[src/rtl/imm_gen_pipe.sv]
`timescale 1ns/1ps
`default_nettype none
// ============================================================================
// imm_gen_pipe : registered RISC-V immediate generator, 2-entry skid, tag pass
// Revision 1.0
// ============================================================================
module imm_gen_pipe #(
  parameter int XLEN  = 32,
  parameter int TAG_W = 5
) (
  input  logic             clk,
  input  logic             rst_n,
  input  logic             flush,
  input  logic             in_valid,
  output logic             in_ready,
  input  logic [31:0]      in_instr,
  input  logic [2:0]       in_immtype,
  input  logic [TAG_W-1:0] in_tag,
  output logic             out_valid,
  input  logic             out_ready,
  output logic [XLEN-1:0]  out_imm,
  output logic [TAG_W-1:0] out_tag,
  output logic             out_illegal
);

  typedef enum logic [1:0] {
    ST_EMPTY = 2'd0,
    ST_ONE   = 2'd1,
    ST_FULL  = 2'd2
  } state_t;

  state_t           r_state;
  state_t           w_state_nxt;
  logic             r_in_ready;
  logic [XLEN-1:0]  r_out_imm;
  logic [XLEN-1:0]  r_skid_imm;
  logic [TAG_W-1:0] r_out_tag;
  logic [TAG_W-1:0] r_skid_tag;
  logic             r_out_ill;
  logic             r_skid_ill;
  logic [XLEN-1:0]  w_imm;
  logic             w_ill;
  logic             w_accept;
  logic             w_drain;
  logic             w_load_out;
  logic             w_load_skid;
  logic             w_skid_move;
  logic             w_unused_opcode;

  // The opcode field never contributes to any immediate.
  assign w_unused_opcode = ^in_instr[6:0];

  always_comb begin
    w_imm = '0;
    w_ill = 1'b0;
    case (in_immtype)
      3'b001:  w_imm = XLEN'($signed(in_instr[31:20]));
      3'b010:  w_imm = XLEN'($signed({in_instr[31:25], in_instr[11:7]}));
      3'b011:  w_imm = XLEN'($signed({in_instr[31], in_instr[7], in_instr[30:25],
                                      in_instr[11:8], 1'b0}));
      3'b100:  w_imm = XLEN'($signed({in_instr[31], in_instr[19:12], in_instr[20],
                                      in_instr[30:21], 1'b0}));
      3'b101:  w_imm = XLEN'($signed({in_instr[31:12], 12'b0}));
      3'b110:  w_imm = XLEN'(in_instr[19:15]);
      3'b111:  w_ill = 1'b1;
      default: w_imm = '0;
    endcase
  end

  assign w_accept = in_valid & r_in_ready & ~flush;
  assign w_drain  = (r_state != ST_EMPTY) & out_ready;

  always_comb begin
    w_state_nxt = r_state;
    w_load_out  = 1'b0;
    w_load_skid = 1'b0;
    w_skid_move = 1'b0;
    if (flush) begin
      w_state_nxt = ST_EMPTY;
    end else begin
      case (r_state)
        ST_EMPTY: begin
          if (w_accept) begin
            w_state_nxt = ST_ONE;
            w_load_out  = 1'b1;
          end
        end
        ST_ONE: begin
          if (w_accept && w_drain) begin
            w_load_out = 1'b1;
          end else if (w_accept) begin
            w_state_nxt = ST_FULL;
            w_load_skid = 1'b1;
          end else if (w_drain) begin
            w_state_nxt = ST_EMPTY;
          end
        end
        ST_FULL: begin
          // in_ready is low here, so only a drain can happen
          if (w_drain) begin
            w_state_nxt = ST_ONE;
            w_skid_move = 1'b1;
          end
        end
        default: w_state_nxt = ST_EMPTY;
      endcase
    end
  end

  always_ff @(posedge clk or negedge rst_n) begin
    if (!rst_n) begin
      r_state    <= ST_EMPTY;
      r_in_ready <= 1'b0;
    end else begin
      r_state    <= w_state_nxt;
      r_in_ready <= (w_state_nxt != ST_FULL);
    end
  end

  always_ff @(posedge clk or negedge rst_n) begin
    if (!rst_n) begin
      r_out_imm <= '0;
      r_out_tag <= '0;
      r_out_ill <= 1'b0;
    end else if (w_load_out) begin
      r_out_imm <= w_imm;
      r_out_tag <= in_tag;
      r_out_ill <= w_ill;
    end else if (w_skid_move) begin
      r_out_imm <= r_skid_imm;
      r_out_tag <= r_skid_tag;
      r_out_ill <= r_skid_ill;
    end
  end

  always_ff @(posedge clk or negedge rst_n) begin
    if (!rst_n) begin
      r_skid_imm <= '0;
      r_skid_tag <= '0;
      r_skid_ill <= 1'b0;
    end else if (w_load_skid) begin
      r_skid_imm <= w_imm;
      r_skid_tag <= in_tag;
      r_skid_ill <= w_ill;
    end
  end

  assign in_ready    = r_in_ready;
  assign out_valid   = (r_state != ST_EMPTY);
  assign out_imm     = r_out_imm;
  assign out_tag     = r_out_tag;
  assign out_illegal = r_out_ill;

endmodule
`default_nettype wire
[config.mk]
export PLATFORM = sky130hd
export DESIGN_NAME = imm_gen_pipe
export DESIGN_NICKNAME = d
export VERILOG_FILES = /design/src/rtl/imm_gen_pipe.sv
export SDC_FILE = /design/constraint.sdc
export NUM_CORES = 1
export LEC_CHECK = 0
export CELL_PAD_IN_SITES_DETAIL_PLACEMENT = 1
export CELL_PAD_IN_SITES_GLOBAL_PLACEMENT = 1
export CORE_MARGIN = 2
export CORE_UTILIZATION = 42
export DETAILED_ROUTE_END_ITERATION = 12
export GPL_TIMING_DRIVEN = 0
export PLACE_DENSITY_LB_ADDON = 0.1
export SLEW_MARGIN = 25
export SYNTH_ARGS = -nofsm -noshare
export SYNTH_HDL_FRONTEND = slang
export SYNTH_SLANG_ARGS = --single-unit
[constraint.sdc]
create_clock -name clk -period 2.3 [get_ports clk]
set_clock_uncertainty 0.1 [all_clocks]
set_input_delay 0.46 -clock clk [delete_from_list [all_inputs] [get_ports clk]]
set_output_delay 0.46 -clock clk [all_outputs]
set_load 0.05 [all_outputs]
After elaboration in Yosys (flattened, before gate mapping)
Cells that the tools add are included.
- reductions and logical operators: 4
- muxes and demuxes: 25
- eq/ne operators: 10
- bitwise gates (word level): 4
- operators with widths (cell ; count):
    $pmux W32 S6 ; 1
    $mux W32 ; 2
    $eq A3 B3 Y1 const B ; 4
    $mux W1 ; 12
    $mux W2 ; 6
    $mux W5 ; 2
    $eq A3 B2 Y1 const B ; 2
    $pmux W2 S3 ; 1
    $reduce_bool A2 Y1 ; 2
    $and A1 B1 Y1 ; 3
    $eq A3 B1 Y1 const B ; 1
    $eq A2 B1 Y1 const B ; 1
    $eq A2 B2 Y1 const B ; 1
    $logic_not A2 Y1 ; 1
    $ne A2 B2 Y1 const B ; 1
    $pmux W1 S2 ; 1
    $logic_and A1 B1 Y1 ; 1
    $not A1 Y1 ; 1
- flip-flop bits (word level): 79
- input port bits: 45
- output and inout port bits: 40

Longest topological paths before layout
Gate-level depths: netlist of run 1.
- depth after elaboration: 8
- mapped depth: 6
- mapped depth without buffers: 4

Worst setup path after synthesis of run 1
OpenSTA, ideal clock, no wires.
- path kind: register to register
- start point: register r_in_ready (netlist: in_ready)
- end point: register r_skid_imm[11]
- arrival time: 1702 ps
- path slack: 371 ps
- stages on the path, launching flop included: 6
- clock period less this slack: 1929 ps
- setup time: 127 ps
- buffers on the path: 2
- data required time: 2073 ps
- cell sequence: dfrtp_1 > nand2_1 > nand4bb_1 > buf_2 > buf_6 > mux2_1
- cells in the longest elaborated chain, start to end: 6
- elaborated cells between the ends (all ways): 7
- classes of those cells: 4 x mux; 2 x bitwise; 1 x reduce/logical
- RTL lines (element ; RTL line ; source):
    start: declaration ; 34 ; logic r_in_ready;
    start signal: assignment ; 116 ; r_in_ready <= (w_state_nxt != ST_FULL);
    $and A1 B1 Y1 * (2 in a row) ; 70 ; assign w_accept = in_valid & r_in_ready & ~flush;
    $mux W1 or $logic_and A1 B1 Y1 (tied branches) ; 91, 89 ;
    $mux W1 * ; 89 ; if (w_accept && w_drain) begin
    $mux W1 * ; 81 ; case (r_state)
    $mux W1 * ; 78 ; if (flush) begin
    end signal: assignment ; 142 ; r_skid_imm <= w_imm;
    end: declaration ; 36 ; logic [XLEN-1:0] r_skid_imm;
Mark *: on every way between the ends. The rest lies on a longest branch, timed or not.
A chain may end at the register's enable or synchronous reset.

Worst setup path in the final report of run 1
- start point: input port in_immtype[2]
- end point: register r_out_imm[0] (netlist: out_imm[0])
- cells in the longest elaborated chain, start to end: 3
- elaborated cells between the ends (all ways): 8
- classes of those cells: 6 x eq/ne; 2 x mux
- RTL lines (element ; RTL line ; source):
    start: declaration ; 17 ; input logic [2:0] in_immtype,
    $eq A3 B3 Y1 (tied with other cells) ; 56 ; case (in_immtype)
    $pmux W32 S6 * ; 56 ;
    $mux W32 * ; 125 ; end else if (w_load_out) begin
    end signal: assignment ; 126 ; r_out_imm <= w_imm;
    end signal: assignment ; 130 ; r_out_imm <= r_skid_imm;
    end: declaration ; 35 ; logic [XLEN-1:0] r_out_imm;
Marked as above.

==> results of run 1 <==
-- stage by stage --
step                hold slack (ns)  utilization  instance area (sq um)
detailed placement            0.371        0.538                   4720
global route                  0.103        0.564                   4940
floorplan                    0.0644            -                   3800
global placement              0.359        0.536                   4700
finish                       0.0495        0.564                   4940
CTS                          0.0686        0.564                   4940
-- cells by family after synthesis --
group           synth area share
compound gates             0.212
buf+inv                   0.0516
simple gates               0.170
flops                      0.520
mux                       0.0418
xor+xnor                 0.00460
-- final cells by class --
class,count,area [sq um]
Buffer,29,189
Clock buffer,11,141
Clock inverter,5,81.3
Fill cell,964,3820
Inverter,2,7.51
Multi-Input combinational cell,251,1630
Sequential cell,79,1980
Tap cell,108,135
Timing Repair Buffer,77,777
-- layer usage --
| layer | global-route usage | share of wire | wire length (um) |
|---|---|---|---|
| met2 | 0.403 | 0.49 | 5550 |
| met1 | 0.335 | 0.45 | 5080 |
| met3 | 0.0365 | 0.039 | 440 |
| met5 | 0 | 0 | 0 |
| met4 | 0.0674 | 0.016 | 175 |
-- registers in the layout, summed over array words and instances (netlist names) --
signal       count
out_imm         32
out_illegal      1
r_skid_tag       5
r_state          2
r_skid_imm      32
r_skid_ill       1
in_ready         1
out_tag          5
-- layout by cell type, fill, tap and decap left out, types with 2 or more instances in the layout --
cell and n:
nor2b_1 25, nor2_1 18, a21oi_1 40, buf_6 6, dfrtp_1 79, nand3_1 2, mux2_2 6, a22o_1 10
nand2b_1 2, a21o_1 4, nor2_2 2, nand2_1 42, clkbuf_1 5, bufinv_16 2, and2_1 2, and3_1 6
a221o_1 12, a211oi_1 21, mux2i_1 2, o21ai_0 20, mux2_4 4, nor4bb_1 6, buf_2 12, o21ai_1 7
buf_4 6, a221oi_2 4, clkbuf_8 10, clkdlybuf4s50_1 74, inv_1 2
-- report_power, final --
group / leakage, nW / switching (mW) / internal [mW]
Combinational: 1.04 / 0.850 / 0.537
Sequential: 0.995 / 0.160 / 1.67
Clock: 0.110 / 0.521 / 0.642
Total: 2.14 / 1.53 / 2.85
-- critical path, cell delays in order --
cell and delay [ns]:
clkdlybuf4s50_1 0.56, buf_4 0.26, and4b_1 0.22, nor3_1 0.40
nor2_1 0.10, a221o_1 0.27
-- final timing paths --
| check | start | slack [ns] | to | cells after the start |
|---|---|---|---|---|
| hold / removal | rst_n | 0.05 | out_tag[1] | 1 |
| max in group asynchronous | rst_n | 1.44 | r_skid_imm[21] | 2 |
| setup / recovery | in_immtype[2] | 0.17 | out_imm[0] | 6 |
| setup reg to reg | in_ready | 0.44 | r_skid_imm[11] | 5 |
| hold reg to reg | out_tag[1] | 0.38 | out_tag[1] | 1 |
| min in group clk | out_tag[1] | 0.38 | out_tag[1] | 1 |
-- what timing repair did --
| action | CTS | global route |
|---|---|---|
| resized for setup | 1 | 0 |
| hold buffers | 0 | 0 |
| endpoints found under the setup margin | 1 | 0 |
==> qor_table.md, run 1 <==
| Result | Value |
|---|---|
| Run status | complete, no violations |
| CP max FO | 10 |
| Setup ws final | 0.174 ns |
| Final routed wirelength across all metal layers | 11.3 mm |
| Number of violations of the max-capacitance limit | 0 |
| Yosys warnings | 0 |
| Seq/Total Area, Yosys | 0.520 |
| Setup repair after global routing missed its margin | false |
| Die height | 99.2 um |
| Final TNS setup | 0 ns |
| CTS H-Tree Depth | 3 |
| Largest net degree at the start of global routing | 53 |
| Register clock-pin slew on the reported worst setup and hold paths | 0.09 ns |
| Power Density | 887 nW/um^2 |
| Number of design-rule violations left by the first detailed-router iteration | 90 |
| Post-synthesis to final-layout area growth | 29.8% |
| Number of buffers added by the clock tree synthesis step | 9 |
| Maximum count of clock buffers along a single path | 2 |
| Area enclosed by the die boundary | 9840 sq um |
| Overall via count from detail_route | 3206 |
| Commonest cells in the netlist | dfrtp_1 (79), nand2_1 (42), a21oi_1 (40) |
| Number of nets in the synthesized netlist | 406 |
| Clock tree from TritonCTS | yes |
| Area of the mapped netlist | 3800 sq um |
| Post-CTS Repair Setup Buffers | 0 |
| Clock latency reported for the late side of the worst-skew pair | 0.35 ns |
| HP Class | in -> async |
| Remaining design rule violation count | 0 |
| Number of cells in the design after placement | 546 |
| Total power of the final layout | 4.38 mW |
| Post-synthesis sequential element count | 79 |
| Clock root buffer | clkbuf_8 |
| Required time reported for the critical path endpoint | 2.44 ns |
| Number of standard cells in the layout, taps in and fillers out | 562 |
| Per-instance average area after synthesis | 10.5 sq um |
| Crit path launch type | input port |
| Via density per instance | 5.70 |
| Layout cell share with drive strength beyond 1 | 0.137 |
| Net count of the finished layout | 494 |
| Max-Slew Margin vs Limit | 0.543 |
| Number of core rows | 34 |
| Final clock period utilization by the worst path | 0.924 |
| Total congestion overflow | 0 |
| Dominant synthesized flop cell | dfrtp_1 |
| Post-detailed-placement half-perimeter wirelength | 8.04 mm |
| Routed wirelength normalized by instance count | 20.0 um |
| Number of antenna violations at the first check in global routing | 0 |
| Port Buf Inserts | 76 |
| Pre-CTS setup slack | -0.144 ns |
| Static power due to leakage | 2.14 nW |
| Most common cell in the netlist | dfrtp_1 |
| Crit path kind | in -> reg |
| Endpoints failing hold | 0 |
| Worst path arrival time | 2.27 ns |
| Initial Util | 0.434 |
| Pins over their slew limit | 0 |
| Max frequency | 470 MHz |
| Global-route wire length before repair | 18.8 mm |
| Largest cells by area after synthesis | dfrtp_1 (52%), a21oi_1 (5.3%), a211oi_1 (4.1%) |
| Weighted congestion reported at the end of routability-driven placement | 0.791 |
| Least-Margin Pin Slew | 0.686 ns |
| Share of synthesized registers carrying an async set or reset | 1.00 |
| IO Pins | 85 |
| Instance count of the mapped netlist | 361 |
| Die width | 99.2 um |
| Diodes inserted | 0 |
| Core area | 8760 sq um |
| Vias in the first global route | 3492 |
| Cell type with the highest aggregate area in the netlist | dfrtp_1 |
| Top cell type's share of synthesized area | 0.520 |
| Number of nets still failing antenna checks after routing | 0 |
| Maximum ir drop on the vdd rail | 0.504 mV |
| Post-synth EDFFs | 0 |
| Total of endpoints with negative setup slack in the final report | 0 |
| Endpoint kind of the worst setup timing path | flip-flop |
| Number of distinct library cells after synthesis | 44 |
| Global router's overall resource usage | 0.243 |
| DR pass1 iterations | 4 |
| Number of clock sinks | 79 |
| Clock period minus worst slack | 2.13 ns |
(Power assumes the default switching activity.)
==> inputs of run 2 (changes only) <==
Settings changed: SKIP_CTS_REPAIR_TIMING from default to 1.
==> qor_table.md, run 2 (same netlist as run 1, synthesis figures left out) <==
| Result | Value |
|---|---|
| Run status | complete, no violations |
| Maximum ir drop on the vdd rail | 0.504 mV |
| Layout Utilization | 0.564 |
| Port Buf Inserts | 76 |
| Vias in the first global route | 3486 |
| CTS H-Tree Depth | 3 |
| Clock period minus worst slack | 2.12 ns |
| Most frequent cells in the layout | dfrtp_1 (79), clkdlybuf4s50_1 (74), nand2_1 (42), a21oi_1 (40), nor2b_1 (25) |
| Overall via count from detail_route | 3218 |
| Static power due to leakage | 2.15 nW |
| Buffering stage count on the worst path with inverters included | 2 |
| Number of design-rule violations left by the first detailed-router iteration | 90 |
| Total of endpoints with negative setup slack in the final report | 0 |
| Number of buffers added by the clock tree synthesis step | 9 |
| DR pass1 iterations | 4 |
| Diodes inserted | 0 |
| Remaining design rule violation count | 0 |
| Critical path, cell by cell | clkdlybuf4s50_1, buf_4, and4b_1, nor3_1, nor2_1, a221o_1 |
| Reg2Reg Launch Point | in_ready |
| Power Density | 887 nW/um^2 |
| Pre-CTS setup slack | -0.144 ns |
| Count of cell instances traversed by the critical path | 6 |
| IO Pins | 85 |
| Number of clock sinks | 79 |
| Final routed wirelength across all metal layers | 11.3 mm |
| Crit Reg-Reg Endpoint | r_skid_imm[11] |
| Clock latency reported for the late side of the worst-skew pair | 0.35 ns |
| Total congestion overflow | 0 |
| Max-Slew Margin vs Limit | 0.542 |
| Via density per instance | 5.73 |
| Net count of the finished layout | 494 |
| Setup slack of the most critical reg-to-reg path | 0.44 ns |
| Count of cells along the worst register-to-register path | 5 |
| Endpoint kind of the worst setup timing path | flip-flop |
| WHS | 0.0499 ns |
| Placed instance area | 4720 sq um |
| HP Class | in -> async |
| Clock root buffer | clkbuf_8 |
| Worst path arrival time | 2.27 ns |
| Largest net degree at the start of global routing | 53 |
| Die width | 99.2 um |
| Pins over their slew limit | 0 |
| Crit path launch type | input port |
| Final clock period utilization by the worst path | 0.922 |
| Initial Util | 0.434 |
| Total power of the final layout | 4.38 mW |
| Setup ws final | 0.179 ns |
| Setup repair after global routing missed its margin | false |
| CP max FO | 10 |
| Register clock-pin slew on the reported worst setup and hold paths | 0.09 ns |
| Routed wirelength normalized by instance count | 20.0 um |
| Commonest non-fill, non-tap cell in the layout | dfrtp_1 |
| Crit path kind | in -> reg |
| Layout cell share with drive strength beyond 1 | 0.137 |
| Number of nets still failing antenna checks after routing | 0 |
| Area enclosed by the die boundary | 9840 sq um |
| Total area of multi-input combinational cells | 1630 sq um |
| Post-detailed-placement half-perimeter wirelength | 8.04 mm |
| Final design area excluding fillers | 4940 sq um |
| Endpoints failing hold | 0 |
| Number of core rows | 34 |
| FF+latch area | 1980 sq um |
| Least-Margin Pin Slew | 0.687 ns |
| Clock tree from TritonCTS | yes |
| Number of violations of the max-capacitance limit | 0 |
| Core area | 8760 sq um |
| Post-synthesis to final-layout area growth | 29.9% |
| Global-route wire length before repair | 18.8 mm |
| Required time reported for the critical path endpoint | 2.44 ns |
| Die height | 99.2 um |
| Weighted congestion reported at the end of routability-driven placement | 0.791 |
| Max frequency | 471 MHz |
| Global router's overall resource usage | 0.243 |
| Maximum count of clock buffers along a single path | 2 |
| Cell class contributing the biggest share of worst-path delay | buffers and inverters |
| Slowest cell delay on critical path | 0.56 ns |
| CP max stage cell | clkdlybuf4s50_1 |
| Number of antenna violations at the first check in global routing | 0 |
| Number of inserted filler cells in the final layout | 963 |
## run 2: cell count changes in the layout (fill, tap and decap cells not counted)
cell / delta
dlygate4sd2_1: -1
dlymetal6s2s_1: +1
## run 2: worst reg2reg max path: cells and delay by family, from the launching register on
kind | cells | cell delay [ns]
buf+inv | 2 | 0.51
flops | 1 | 0.39
mux | 1 | 0.32
simple gates | 2 | 0.42
## run 2: final cells by class
class | count | share of cell area
Sequential cell | 79 | 0.400
Multi-Input combinational cell | 251 | 0.330
Timing Repair Buffer | 77 | 0.158
Buffer | 29 | 0.0382
Clock buffer | 11 | 0.0286
Tap cell | 108 | 0.0273
Clock inverter | 5 | 0.0165
Inverter | 2 | 0.00152
## run 2: worst max path at each step
stage	slack, ns	from	to
after CTS	-0.09	r_state[1]	out_valid
after global placement	-2.18	rst_n	r_skid_imm[19]
final	0.18	in_immtype[2]	out_imm[0]
after floorplan	0.37	in_ready	r_skid_imm[11]
after global routing	0.13	in_immtype[2]	r_skid_imm[21]
after detailed placement	-0.14	out_ready	out_imm[22]
## run 2: power breakdown
part / total, mW / leakage (nW) / switching (mW) / internal (mW)
logic: 1.39 / 1.05 / 0.851 / 0.538
clock network: 1.16 / 0.110 / 0.521 / 0.642
registers: 1.83 / 0.995 / 0.161 / 1.67
## run 2: metrics by stage
step	setup TNS, ns	std cells
3_3_place_gp	-173.53	545
5_1_grt	0	562
4_1_cts	-0.0929	562
6_report	0	562
2_1_floorplan	0	361
3_5_place_dp	-3.72	546
## run 2: layer usage
layer  vias up  GRT usage  share of wire
met2        79      0.403           0.49
met4         0     0.0674          0.016
met3        16     0.0365          0.040
met1      1647      0.335           0.45
met5         -          0              0
li1       1476          -              -
==> patch 1: new RTL, settings of run 1 <==
Set the parameter `TAG_W` to 10 (it was 5).
--- a/src/rtl/imm_gen_pipe.sv
+++ b/src/rtl/imm_gen_pipe.sv
@@ -8,3 +8,3 @@
   parameter int XLEN  = 32,
-  parameter int TAG_W = 5
+  parameter int TAG_W = 10
 ) (
Ports: changed (resized in_tag and out_tag); port bits go from 85 to 95. No check against the original RTL was run, so the function may have changed too.
==> patch 1 against run 1 <==
  * Via count grew 5.8%
  * Power grew 5.4%
  * Critical path type unchanged
  * Wire length grew 6.5%
  * Area after synthesis grew 8.5%
  * Critical endpoint is now out_imm[7]$_DFFE_PN0P_
  * Final area grew 9.5%
  * Register-to-register slack lost 0.17 ns
  * Worst setup slack lost 0.055 ns
  * Sequential cell count grew 10
==> patch 1: results (changes against run 1) <==
* Crit path from: in_valid (was in_immtype[2])
* Area after DPL at 0.00519 sq mm (was 0.00472 sq mm)
* GPL Wtd Cong at 0.750 (was 0.791)
* Ratio of cells with drive above 1 in the final layout at 12.8% (was 13.7%)
* Fin Hold WS at 0.391 ns (was 0.0495 ns)
* Total number of vias at 3,392 (was 3,206)
* Largest cells by area after synthesis: dfrtp_1, nand2_1, mux2_2 (was dfrtp_1, a21oi_1, a211oi_1)
* Iter 0 DRT Violations at 116 (was 90)
* Worst-margin pin slew at 0.595 ns (was 0.686 ns)
* Reg-to-reg endpoint: out_imm[7]$_DFFE_PN0P_ (was r_skid_imm[11]$_DFFE_PN0P_)
* IO Port Bufs at 86 (was 76)
* Worst R2R Path Depth at 4 (was 5)
* Pre-CTS setup slack at -0.251 ns (was -0.144 ns)
* GRT Overall Usage at 24.0% (was 24.3%)
* Seq/Total Area, Yosys at 53.9% (was 52.0%)
* Largest net degree at the start of global routing at 57 (was 53)
* Layout fillers at 1,085 (was 964)
* Final period util at 94.8% (was 92.4%)
* Vias in the first global route at 3,579 (was 3,492)
* HP Class: reg -> reg (was in -> async)
* Layout Nets at 536 (was 494)
* Worst skew pair latency at 0.37 ns (was 0.35 ns)
* DP Cell Count at 607 (was 546)
* Setup slack, reg-to-reg at 0.27 ns (was 0.44 ns)
* Syn nets at 437 (was 406)
* Critical Path AT at 2.30 ns (was 2.27 ns)
* WL final at 12,000 um (was 11,300 um)
* Syn_area_per_cell at 10.7 sq um (was 10.5 sq um)
* First-pass GRT wire length at 19,000 um (was 18,800 um)
* Worst IR Drop VDD at 0.000467 V (was 0.000504 V)
* Outcome: finished, final reports clean (unchanged)
* Netlist cell types at 37 (was 44)
* Static leakage at 2.41 nW (was 2.14 nW)
* Final HPWL DP at 8570 um (was 8040 um)
* Top cells by count, synth: dfrtp_1, nand2_1, a21oi_1, o21ai_1, o21ai_0 (was dfrtp_1, nand2_1, a21oi_1, nor2b_1, a211oi_1)
patch 1: cell count changes after synthesis, moves of 10 or more:
cell	delta
a21oi_1	-16
a22oi_1	+16
dfrtp_1	+10
mux2_2	+10
nand2_1	+13
o21ai_1	+15
patch 1: routing by layer:
layer  vias up  global-route usage, %  part of all wire (%)
li1       1591                      -                     -
met5         -                      0                     0
met1      1723                   33.0                    47
met4         0                   5.77                  0.87
met3         8                   5.15                   3.7
met2        70                   39.1                    48
patch 1: worst min-delay path, delay by kind of cell, from the launching register on:
family	cells	cell delay [ns]
DFF	1	0.36
and+or+nand+nor	2	0.10
patch 1: repair_timing:
| item | CTS | global route |
|---|---|---|
| hold endpoints to repair | 33 | 0 |
| endpoints found under the setup margin | 2 | 0 |
| resized for setup | 2 | 0 |
| hold buffers | 1 | 0 |
patch 1: cell type report:
cell class,count,area (sq um),share of cell area [%]
flip-flops and latches,89,2230,41.2
multi-input cells,265,1720,31.7
repair buffers,88,897,16.6
plain buffers,32,183,3.38
well taps,133,166,3.08
clock buffers,12,165,3.05
clock inverters,4,50.0,0.925
inverters,1,3.75,0.0694
patch 1: logic make-up after synthesis:
| family | after synthesis | synth area share (%) |
|---|---|---|
| and+or+nand+nor | 102 | 11.8 |
| AOI/OAI and AO/OA | 132 | 21.6 |
| xor gates and xnor gates | 2 | 0.424 |
| DFF | 89 | 53.9 |
| buffers and inverters | 33 | 4.51 |
| muxes | 29 | 7.66 |
patch 1: where the power goes:
group	switching, mW	total (mW)	internal [mW]	leakage, nW
Combinational	0.852	1.41	0.556	1.18
Sequential	0.176	2.05	1.87	1.13
Clock	0.570	1.16	0.589	0.105
==> patch 2: new RTL, settings of run 1 <==
Made on the original files. The 3 states of `state_t` get a one-hot encoding in 3 bits.
--- a/src/rtl/imm_gen_pipe.sv
+++ b/src/rtl/imm_gen_pipe.sv
@@ -25,6 +25,6 @@
 
-  typedef enum logic [1:0] {
-    ST_EMPTY = 2'd0,
-    ST_ONE   = 2'd1,
-    ST_FULL  = 2'd2
+  typedef enum logic [2:0] {
+    ST_EMPTY = 3'b001,
+    ST_ONE   = 3'b010,
+    ST_FULL  = 3'b100
   } state_t;
Formal check against the unedited RTL: no difference found for any inputs over 10 cycles, from zero or initial values and one cycle with rst_n low; not proved beyond that.
==> patch 2 against run 1 <==
  * Area after synthesis rose by 1.4%
  * Via count barely moved
  * Hold slack improved by 0.29 ns
  * Final area rose by 1.8%
  * Sequential cell count rose by 1
  * Power fell by 5.5%
  * Die area rose by 1.4%
  * Wire length fell by 3.7%
  * Worst setup slack got worse by 0.044 ns
  * Utilization rose by 0.72 points
==> patch 2: results (changes against run 1) <==
* Area of the multi-input gates at 0.00171 sq mm (was 0.00163 sq mm)
* Layout fillers at 1,000 (was 964)
* Synth Area in Compound Gates at 17.2% (was 21.2%)
* Worst path slowest cell: dfstp_2 (was clkdlybuf4s50_1)
* Cells after Synth at 381 (was 361)
* Met3 Wirelength at 366 um (was 440 um)
* GR Util met1 at 31.8% (was 33.5%)
* Iter 0 DRT Violations at 91 (was 90)
* Fin Hold WS at 0.344 ns (was 0.0495 ns)
* Fin crit period at 2.17 ns (was 2.13 ns)
* Worst-margin pin slew at 0.540 ns (was 0.686 ns)
* Post-Layout Cell Count at 583 (was 562)
* Multiplexer share of the synthesized area at 15.3% (was 4.18%)
* Post-DR vias/cell at 5.50 (was 5.70)
* Netlist cell types at 36 (was 44)
* IO Port Bufs at 74 (was 76)
* Setup slack, reg-to-reg at 0.13 ns (was 0.44 ns)
* Synth Area in XOR/XNOR at 0.681% (was 0.460%)
* Critical Path AT at 1.61 ns (was 2.27 ns)
* R2R Path Start: r_state[1]$_DFF_PN0_ (was in_ready$_DFF_PN0_)
* Met3 Use GR at 2.92% (was 3.65%)
* Area after DPL at 0.00476 sq mm (was 0.00472 sq mm)
* DR WL/cell at 18.6 um (was 20.0 um)
* Top cells by count, synth: dfrtp_1, o21ai_0, nand2_1, mux2i_1, a21oi_1 (was dfrtp_1, nand2_1, a21oi_1, nor2b_1, a211oi_1)
* Buffer share of cell area at 19.0% (was 19.6%)
* CP top delay family: flip-flops (was buffers and inverters)
* Outcome: finished, final reports clean (unchanged)
* Static leakage at 2.11 nW (was 2.14 nW)
* HP Class: in -> reg (was in -> async)
* Ratio of cells with drive above 1 in the final layout at 9.26% (was 13.7%)
* Layout Nets at 515 (was 494)
* Buffers outside the clock class at 109 (was 106)
* GRT Overall Usage at 22.7% (was 24.3%)
* Core area at 0.00881 sq mm (was 0.00876 sq mm)
* CTS Hold Bufs at 1 (was 0)
* DP Cell Count at 564 (was 546)
* Reg-to-reg endpoint: r_skid_tag[2]$_DFFE_PN0P_ (was r_skid_imm[11]$_DFFE_PN0P_)
* Seq area share at 39.8% (was 40.0%)
* Largest cells by area after synthesis: dfrtp_1, mux2i_1, o21ai_0 (was dfrtp_1, a21oi_1, a211oi_1)
* GPL Wtd Cong at 0.811 (was 0.791)
* Seq/Total Area, Yosys at 51.9% (was 52.0%)
* Crit-path max cell delay at 0.61 ns (was 0.56 ns)
* Worst IR Drop VDD at 0.000351 V (was 0.000504 V)
* Met1 wire length at 5100 um (was 5080 um)
* DR WL met2 at 5250 um (was 5550 um)
* Clk cell area share at 4.38% (was 4.51%)
* Final HPWL DP at 7620 um (was 8040 um)
* First-pass GRT wire length at 17,800 um (was 18,800 um)
patch 2: cell types whose count changed in the layout (fill, tap and decap cells not counted), moves of 6 or more:
cell / change
a21oi_1: -16
nor2b_1: -23
mux2i_1: +50
nor4bb_1: -6
clkbuf_1: +11
a211oi_1: -21
nand2_1: +16
o21ai_0: +41
a221o_1: -7
nand3_1: +6
buf_2: -10
patch 2: where the power goes:
part	switching (mW)	leakage [nW]	total (mW)	internal [mW]
Clock	0.555	0.103	1.17	0.618
Combinational	0.809	0.952	1.26	0.454
Sequential	0.112	1.06	1.71	1.59
patch 2: metrics by stage:
| stage | power, mW | TNS (ns) |
|---|---|---|
| 5_1_grt | 4.32 | 0 |
| 4_1_cts | 4.18 | -0.150 |
| 6_report | 4.14 | 0 |
| 3_3_place_gp | 2.96 | -210.19 |
| 3_5_place_dp | 2.99 | -31.64 |
| 2_1_floorplan | 2.50 | 0 |
